<file path="src/rtl/m_bldcm_period2freq.sv">
// m_bldcm_period2freq
// Measures the spacing of commutation phase steps and converts it back into a
// frequency value: freq = (pFreqClock / pTotalPhaseStages) / period.
// A 32-cycle restoring divider does the conversion. One further period can be
// queued while a division runs; the latest queued step wins. A long silence
// reports the motor as stopped.
module m_bldcm_period2freq #(
  parameter logic [31:0] pFreqClock        = 32'd50000000,
  parameter logic [3:0]  pTotalPhaseStages = 4'd12,
  parameter logic [31:0] pTimeoutCycles    = 32'd50000000
) (
  input  logic        iClock,
  input  logic        iReset,
  input  logic        iPhaseStep,
  output logic [31:0] oFreqMeasured,
  output logic        oUpdated,
  output logic        oValid,
  output logic        oTimeout,
  output logic        oBusy
);

  // Numerator of every division, fixed at elaboration.
  localparam logic [31:0] K = pFreqClock / {28'd0, pTotalPhaseStages};

  typedef enum logic [1:0] {
    S_ARM = 2'd0,  // waiting for a first step to anchor the period counter
    S_RUN = 2'd1,  // counting a period, divider idle
    S_DIV = 2'd2   // divider running
  } state_e;

  state_e      state_q, state_d;
  logic [31:0] cnt_q, cnt_d;          // cycles since the last step, saturating
  logic [31:0] pend_q, pend_d;        // queued period
  logic        pend_vld_q, pend_vld_d;
  logic [31:0] den_q, den_d;          // divisor (captured period)
  logic [31:0] rem_q, rem_d;          // partial remainder
  logic [31:0] quo_q, quo_d;          // numerator shifting out / quotient shifting in
  logic [4:0]  iter_q, iter_d;        // iteration index of the running division
  logic [31:0] freq_q, freq_d;
  logic        upd_q, upd_d;
  logic        valid_q, valid_d;
  logic        tmo_q, tmo_d;
  logic        busy_q, busy_d;

  logic [32:0] rem_sh;
  logic [32:0] diff;
  logic [31:0] rem_nx;
  logic [31:0] quo_nx;
  logic        load_en;
  logic [31:0] load_p;
  logic        timeout_hit;

  // One restoring-division iteration: shift in the next numerator bit and
  // subtract the divisor when it fits (diff[32] is the borrow).
  always_comb begin
    rem_sh = {rem_q, quo_q[31]};
    diff   = rem_sh - {1'b0, den_q};
    if (!diff[32]) begin
      rem_nx = diff[31:0];
      quo_nx = {quo_q[30:0], 1'b1};
    end else begin
      rem_nx = rem_sh[31:0];
      quo_nx = {quo_q[30:0], 1'b0};
    end
  end

  // Period counter: restarts at 1 on a step, otherwise counts up to the timeout.
  always_comb begin
    if (iPhaseStep) begin
      cnt_d = 32'd1;
    end else if (cnt_q >= pTimeoutCycles) begin
      cnt_d = cnt_q;
    end else begin
      cnt_d = cnt_q + 32'd1;
    end
  end

  // Sequencing: arm, capture periods, run and chain divisions, detect timeout.
  always_comb begin
    // NOTE: every signal gets a default before any branch; a path that leaves
    // one unassigned would otherwise infer a latch.
    state_d     = state_q;
    pend_d      = pend_q;
    pend_vld_d  = pend_vld_q;
    den_d       = den_q;
    rem_d       = rem_q;
    quo_d       = quo_q;
    iter_d      = iter_q;
    freq_d      = freq_q;
    upd_d       = 1'b0;
    valid_d     = valid_q;
    tmo_d       = tmo_q;
    load_en     = 1'b0;
    load_p      = cnt_q;
    // A step on the timeout cycle is a real period and takes priority.
    timeout_hit = (state_q != S_ARM) && !iPhaseStep && (cnt_q >= pTimeoutCycles);

    case (state_q)
      S_ARM: begin
        if (iPhaseStep) state_d = S_RUN;
      end
      S_RUN: begin
        if (iPhaseStep) load_en = 1'b1;
      end
      S_DIV: begin
        rem_d  = rem_nx;
        quo_d  = quo_nx;
        iter_d = iter_q + 5'd1;
        if (iter_q == 5'd31) begin
          freq_d  = quo_nx;
          upd_d   = 1'b1;
          valid_d = 1'b1;
          tmo_d   = 1'b0;
          if (iPhaseStep) begin
            // A step on the completion cycle is the newest period; it
            // supersedes anything queued.
            load_en    = 1'b1;
            pend_vld_d = 1'b0;
          end else if (pend_vld_q) begin
            load_en    = 1'b1;
            load_p     = pend_q;
            pend_vld_d = 1'b0;
          end else begin
            state_d = S_RUN;
          end
        end else if (iPhaseStep) begin
          pend_d     = cnt_q;
          pend_vld_d = 1'b1;
        end
      end
      default: state_d = S_ARM;
    endcase

    // The period is always >= 1 here, so a zero divisor is never loaded.
    if (load_en) begin
      den_d   = load_p;
      rem_d   = '0;
      quo_d   = K;
      iter_d  = '0;
      state_d = S_DIV;
    end

    if (timeout_hit) begin
      state_d    = S_ARM;
      pend_vld_d = 1'b0;
      freq_d     = '0;
      upd_d      = 1'b1;
      valid_d    = 1'b0;
      tmo_d      = 1'b1;
    end

    busy_d = (state_d == S_DIV);
  end

  // State and output registers with synchronous reset.
  always_ff @(posedge iClock) begin
    // NOTE: sequential state uses non-blocking assignments so every flop
    // samples the pre-edge values regardless of statement order.
    if (iReset) begin
      state_q    <= S_ARM;
      cnt_q      <= '0;
      pend_q     <= '0;
      pend_vld_q <= 1'b0;
      // NOTE: the divider datapath is cleared as well; it is only a handful of
      // flops and keeps post-reset state fully deterministic.
      den_q      <= '0;
      rem_q      <= '0;
      quo_q      <= '0;
      iter_q     <= '0;
      freq_q     <= '0;
      upd_q      <= 1'b0;
      valid_q    <= 1'b0;
      tmo_q      <= 1'b1;
      busy_q     <= 1'b0;
    end else begin
      state_q    <= state_d;
      cnt_q      <= cnt_d;
      pend_q     <= pend_d;
      pend_vld_q <= pend_vld_d;
      den_q      <= den_d;
      rem_q      <= rem_d;
      quo_q      <= quo_d;
      iter_q     <= iter_d;
      freq_q     <= freq_d;
      upd_q      <= upd_d;
      valid_q    <= valid_d;
      tmo_q      <= tmo_d;
      busy_q     <= busy_d;
    end
  end

  assign oFreqMeasured = freq_q;
  assign oUpdated      = upd_q;
  assign oValid        = valid_q;
  assign oTimeout      = tmo_q;
  assign oBusy         = busy_q;

endmodule

</file>
<file path="config.mk">
export PLATFORM = sky130hd
export DESIGN_NAME = m_bldcm_period2freq
export DESIGN_NICKNAME = d
export VERILOG_FILES = /design/src/rtl/m_bldcm_period2freq.sv
export SDC_FILE = /design/constraint.sdc
export NUM_CORES = 1
export LEC_CHECK = 0
export BUFFER_PORTS_ARGS = -buffer_cell sky130_fd_sc_hd__buf_4
export CORE_MARGIN = 2
export CORE_UTILIZATION = 62
export CTS_CLUSTER_SIZE = 20
export DETAILED_ROUTE_END_ITERATION = 8
export GPL_TIMING_DRIVEN = 0
export MAX_ROUTING_LAYER = met4
export PLACE_DENSITY_LB_ADDON = 0.05
export SETUP_SLACK_MARGIN = 0.15
export SLEW_MARGIN = 10
export SYNTH_ARGS = -nofsm -noshare
export SYNTH_HDL_FRONTEND = slang
export SYNTH_SLANG_ARGS = --single-unit
export TNS_END_PERCENT = 100
</file>
<file path="constraint.sdc">
create_clock -name iClock -period 3.5 [get_ports iClock]
set_input_delay 1.05 -clock iClock [delete_from_list [all_inputs] [get_ports iClock]]
set_output_delay 1.05 -clock iClock [all_outputs]
set_load 0.02 [all_outputs]
</file>
==> results_dict.tcl <==
set metrics [dict create \
    cts_tree "done" \
    ant_nets 0 \
    port_buffers 36 \
    syn_inst 1222 \
    hold_buffers 0 \
    num_rows 46 \
    viasPerCell 5.67 \
    synth_nets 1267 \
    tns_ns 0 \
    clkTransAtPathRegs_ns 0.06 \
    synth_warnings 0 \
    synth_cell_types 63 \
    synthToLayoutAreaGrowth_pct 13.0 \
    ys.flop_type "dfxtp_1" \
    floorplan.initialDensity 0.633 \
    setup_viol 0 \
    synthArstFlopShare 0 \
    dieWidth_um 131 \
    post-route-period-util 0.922 \
    cts_made_buffers 22 \
    grt_max_degree 15 \
    cts_resized 1 \
    irDropWorstVdd_mv 0.449 \
    routabilityCongestion 0.901 \
    critPathCaptureType "flip-flop" \
    slew_headroom 0.407 \
    outcome "completed" \
    nFillCells 1297 \
    wl_per_cell_um 15.5 \
    netlist_area_mm2 0.0100 \
    cts_sinks 204 \
    synth_top_area_frac 0.408 \
    maxCapViolCount 0 \
    cts_setup_buffers 0 \
    dr_total_vias 8579 \
    fp.dieArea_mm2 0.0172 \
    rsz0062_at_grt "false" \
    die_h_um 131 \
    drt-total-wl_um 23500 \
    grt_pass1_wl_um 39400 \
    antenna_found_initial 0 \
    io_pins 39 \
    critical_path_class "reg -> reg" \
    fin_ws_ns 0.273 \
    final.setup_skew_ns 0.0142 \
    final.min_clock_period_ns 3.23 \
    track_usage 0.279 \
    finalMaxSlewViolations 0 \
    fmax_mhz 310 \
    clock_latency_ns 0.50 \
    drt-initial-drc-count 672 \
    p_leak_nw 4.35 \
    grt-ovfl-total 0 \
    cts_max_path_buffers 3 \
    crit_fanout 10 \
    post-route-drc-count 0 \
    arrival_ns 3.61 \
    netlist.top_cell.by_area "dfxtp_1" \
    seq_area_frac_synth 0.408 \
    pre_cts_ws_ns 0.228 \
    h-tree-depth 1 \
    cts_root_buffer "clkbuf_16" \
    finalHoldViolCount 0 \
    layout-drive-gt1-share 0.0910 \
    tightest_slew_ns 0.889 \
    netlist_top_cells_area "dfxtp_1 41%, nand2_1 7.8%, mux2i_1 6.8%, a21oi_1 5.9%, ha_1 5.1%" \
    coreArea_mm2 0.0158 \
    startpoint_type "flip-flop" \
    worst-endpoint-required_ns 3.88 \
    hold_path.class "reg -> reg" \
    first_pass_iters 5 \
    diodes 0 \
    grt_pass1_vias 7984 \
    place_hpwl_um 17000 \
    avgSynthCellArea_um2 8.20 \
    ys_ff_latch 204 \
    p_per_area_mw_per_mm2 597 \
    synth_edf_count 0 \
    nets 1327 \
]
flip-flops by register name, indices dropped and copies added, names as in the netlist:
register,count
oBusy,1
oFreqMeasured,32
den_q,32
iter_q,5
oUpdated,1
quo_q,32
pend_vld_q,1
state_q,2
oTimeout,1
oValid,1
pend_q,32
cnt_q,32
rem_q,32
synth_stat cells (4+ instances only):
master / number
buf_2: 8
o21ai_0: 54
buf_6: 4
o31ai_1: 4
a211oi_1: 38
or3_1: 8
a21o_1: 10
nand3_1: 20
mux2i_1: 68
and3_1: 10
nand2b_1: 9
nand4_1: 15
o211ai_1: 5
inv_1: 46
nor2b_1: 6
and2_1: 10
xnor2_1: 19
xor2_1: 29
o21bai_1: 5
nand2_1: 207
or2_2: 6
clkbuf_1: 55
a21oi_1: 118
a31oi_1: 24
ha_1: 41
buf_1: 8
nand3b_1: 5
o21a_1: 5
nor3_1: 15
nor2_1: 120
buf_4: 6
dfxtp_1: 204
kinds of logic (layout without fill, tap and decap cells):
family	Yosys count	count (layout)	synth area share
AND/OR/NAND/NOR	441	441	0.192
adder cells (fa/ha/maj)	42	42	0.0532
XOR/XNOR	49	49	0.0447
buffers and inverters	127	202	0.0538
AO/OA/AOI/OAI	289	289	0.178
multiplexers	70	70	0.0702
flip-flops	204	204	0.408
per-stage QoR:
step	utilization	cell area, um2	power [W]	std cells	hold slack [ns]
5_1_grt	0.715	11300	0.00706	1513	0.471
6_report	0.715	11300	0.00676	1513	0.453
4_1_cts	0.714	11300	0.00674	1513	0.454
3_5_place_dp	0.667	10600	0.00439	1474	0.446
3_3_place_gp	0.667	10600	0.00439	1474	0.440
2_1_floorplan	-	10000	0.00396	1222	0.436
worst max-delay path: stages (launching register included):
cell and delay (ns):
dfxtp_1 0.35, inv_1 0.05, ha_1 0.20, fa_1 0.40, nand2b_1 0.20, a21oi_2 0.21
o21ba_2 0.24, a21oi_2 0.10, o21a_4 0.23, o211ai_2 0.34, buf_4 0.27, nand2_1 0.07
o41a_1 0.12, a211oi_1 0.32
routing by layer:
layer  track usage  vias to the layer above  share of wire
met5             -                        -              0
met4        0.0737                        0          0.024
met3        0.0305                       41          0.049
met2         0.423                      219           0.44
met1         0.400                     4005           0.49
li1              -                     4314              -
path summary, 6_finish.rpt:
kind,startpoint,to,slack [ns],depth (start not counted)
worst max-delay path,quo_q[31]$_SDFFE_PP0P_,rem_q[27]$_SDFFE_PP0P_,0.27,13
worst min-delay path,oFreqMeasured[5]$_SDFFE_PP0P_,oFreqMeasured[5]$_SDFFE_PP0P_,0.45,2
worst min register to register,oFreqMeasured[5]$_SDFFE_PP0P_,oFreqMeasured[5]$_SDFFE_PP0P_,0.45,2
worst max register to register,quo_q[31]$_SDFFE_PP0P_,rem_q[27]$_SDFFE_PP0P_,0.27,13
power breakdown:
part	leakage (nW)	switching (W)	internal (W)	total [W]
logic	2.33	0.00119	0.000799	0.00199
registers	1.65	0.0000414	0.00238	0.00242
clock network	0.369	0.000937	0.00142	0.00235
layout by cell type, fill, tap and decap left out, types with 8 or more instances in the layout:
| master | n |
|---|---|
| a21o_1 | 10 |
| buf_1 | 9 |
| nand2b_1 | 9 |
| a211oi_1 | 38 |
| nand2_1 | 207 |
| a31oi_1 | 24 |
| xor2_1 | 29 |
| inv_1 | 46 |
| and2_1 | 10 |
| and3_1 | 10 |
| xnor2_1 | 19 |
| dfxtp_1 | 204 |
| nand3_1 | 20 |
| nor2_1 | 119 |
| clkbuf_1 | 54 |
| o21ai_0 | 54 |
| nand4_1 | 15 |
| buf_4 | 43 |
| nor3_1 | 15 |
| mux2i_1 | 68 |
| a21oi_1 | 117 |
| clkbuf_16 | 23 |
| or3_1 | 8 |
| ha_1 | 41 |
layout make-up:
type                            instances  area (um2)  share of cell area
Tap cell                              216         270              0.0239
Inverter                               46         173              0.0153
Timing Repair Buffer                   36         270              0.0239
Multi-Input combinational cell        891        5410               0.478
Buffer                                 81         370              0.0327
Sequential cell                       204        4080               0.361
Clock buffer                           31         676              0.0597
Clock inverter                          8        70.1             0.00619
Power figures use the tool's default switching activity.
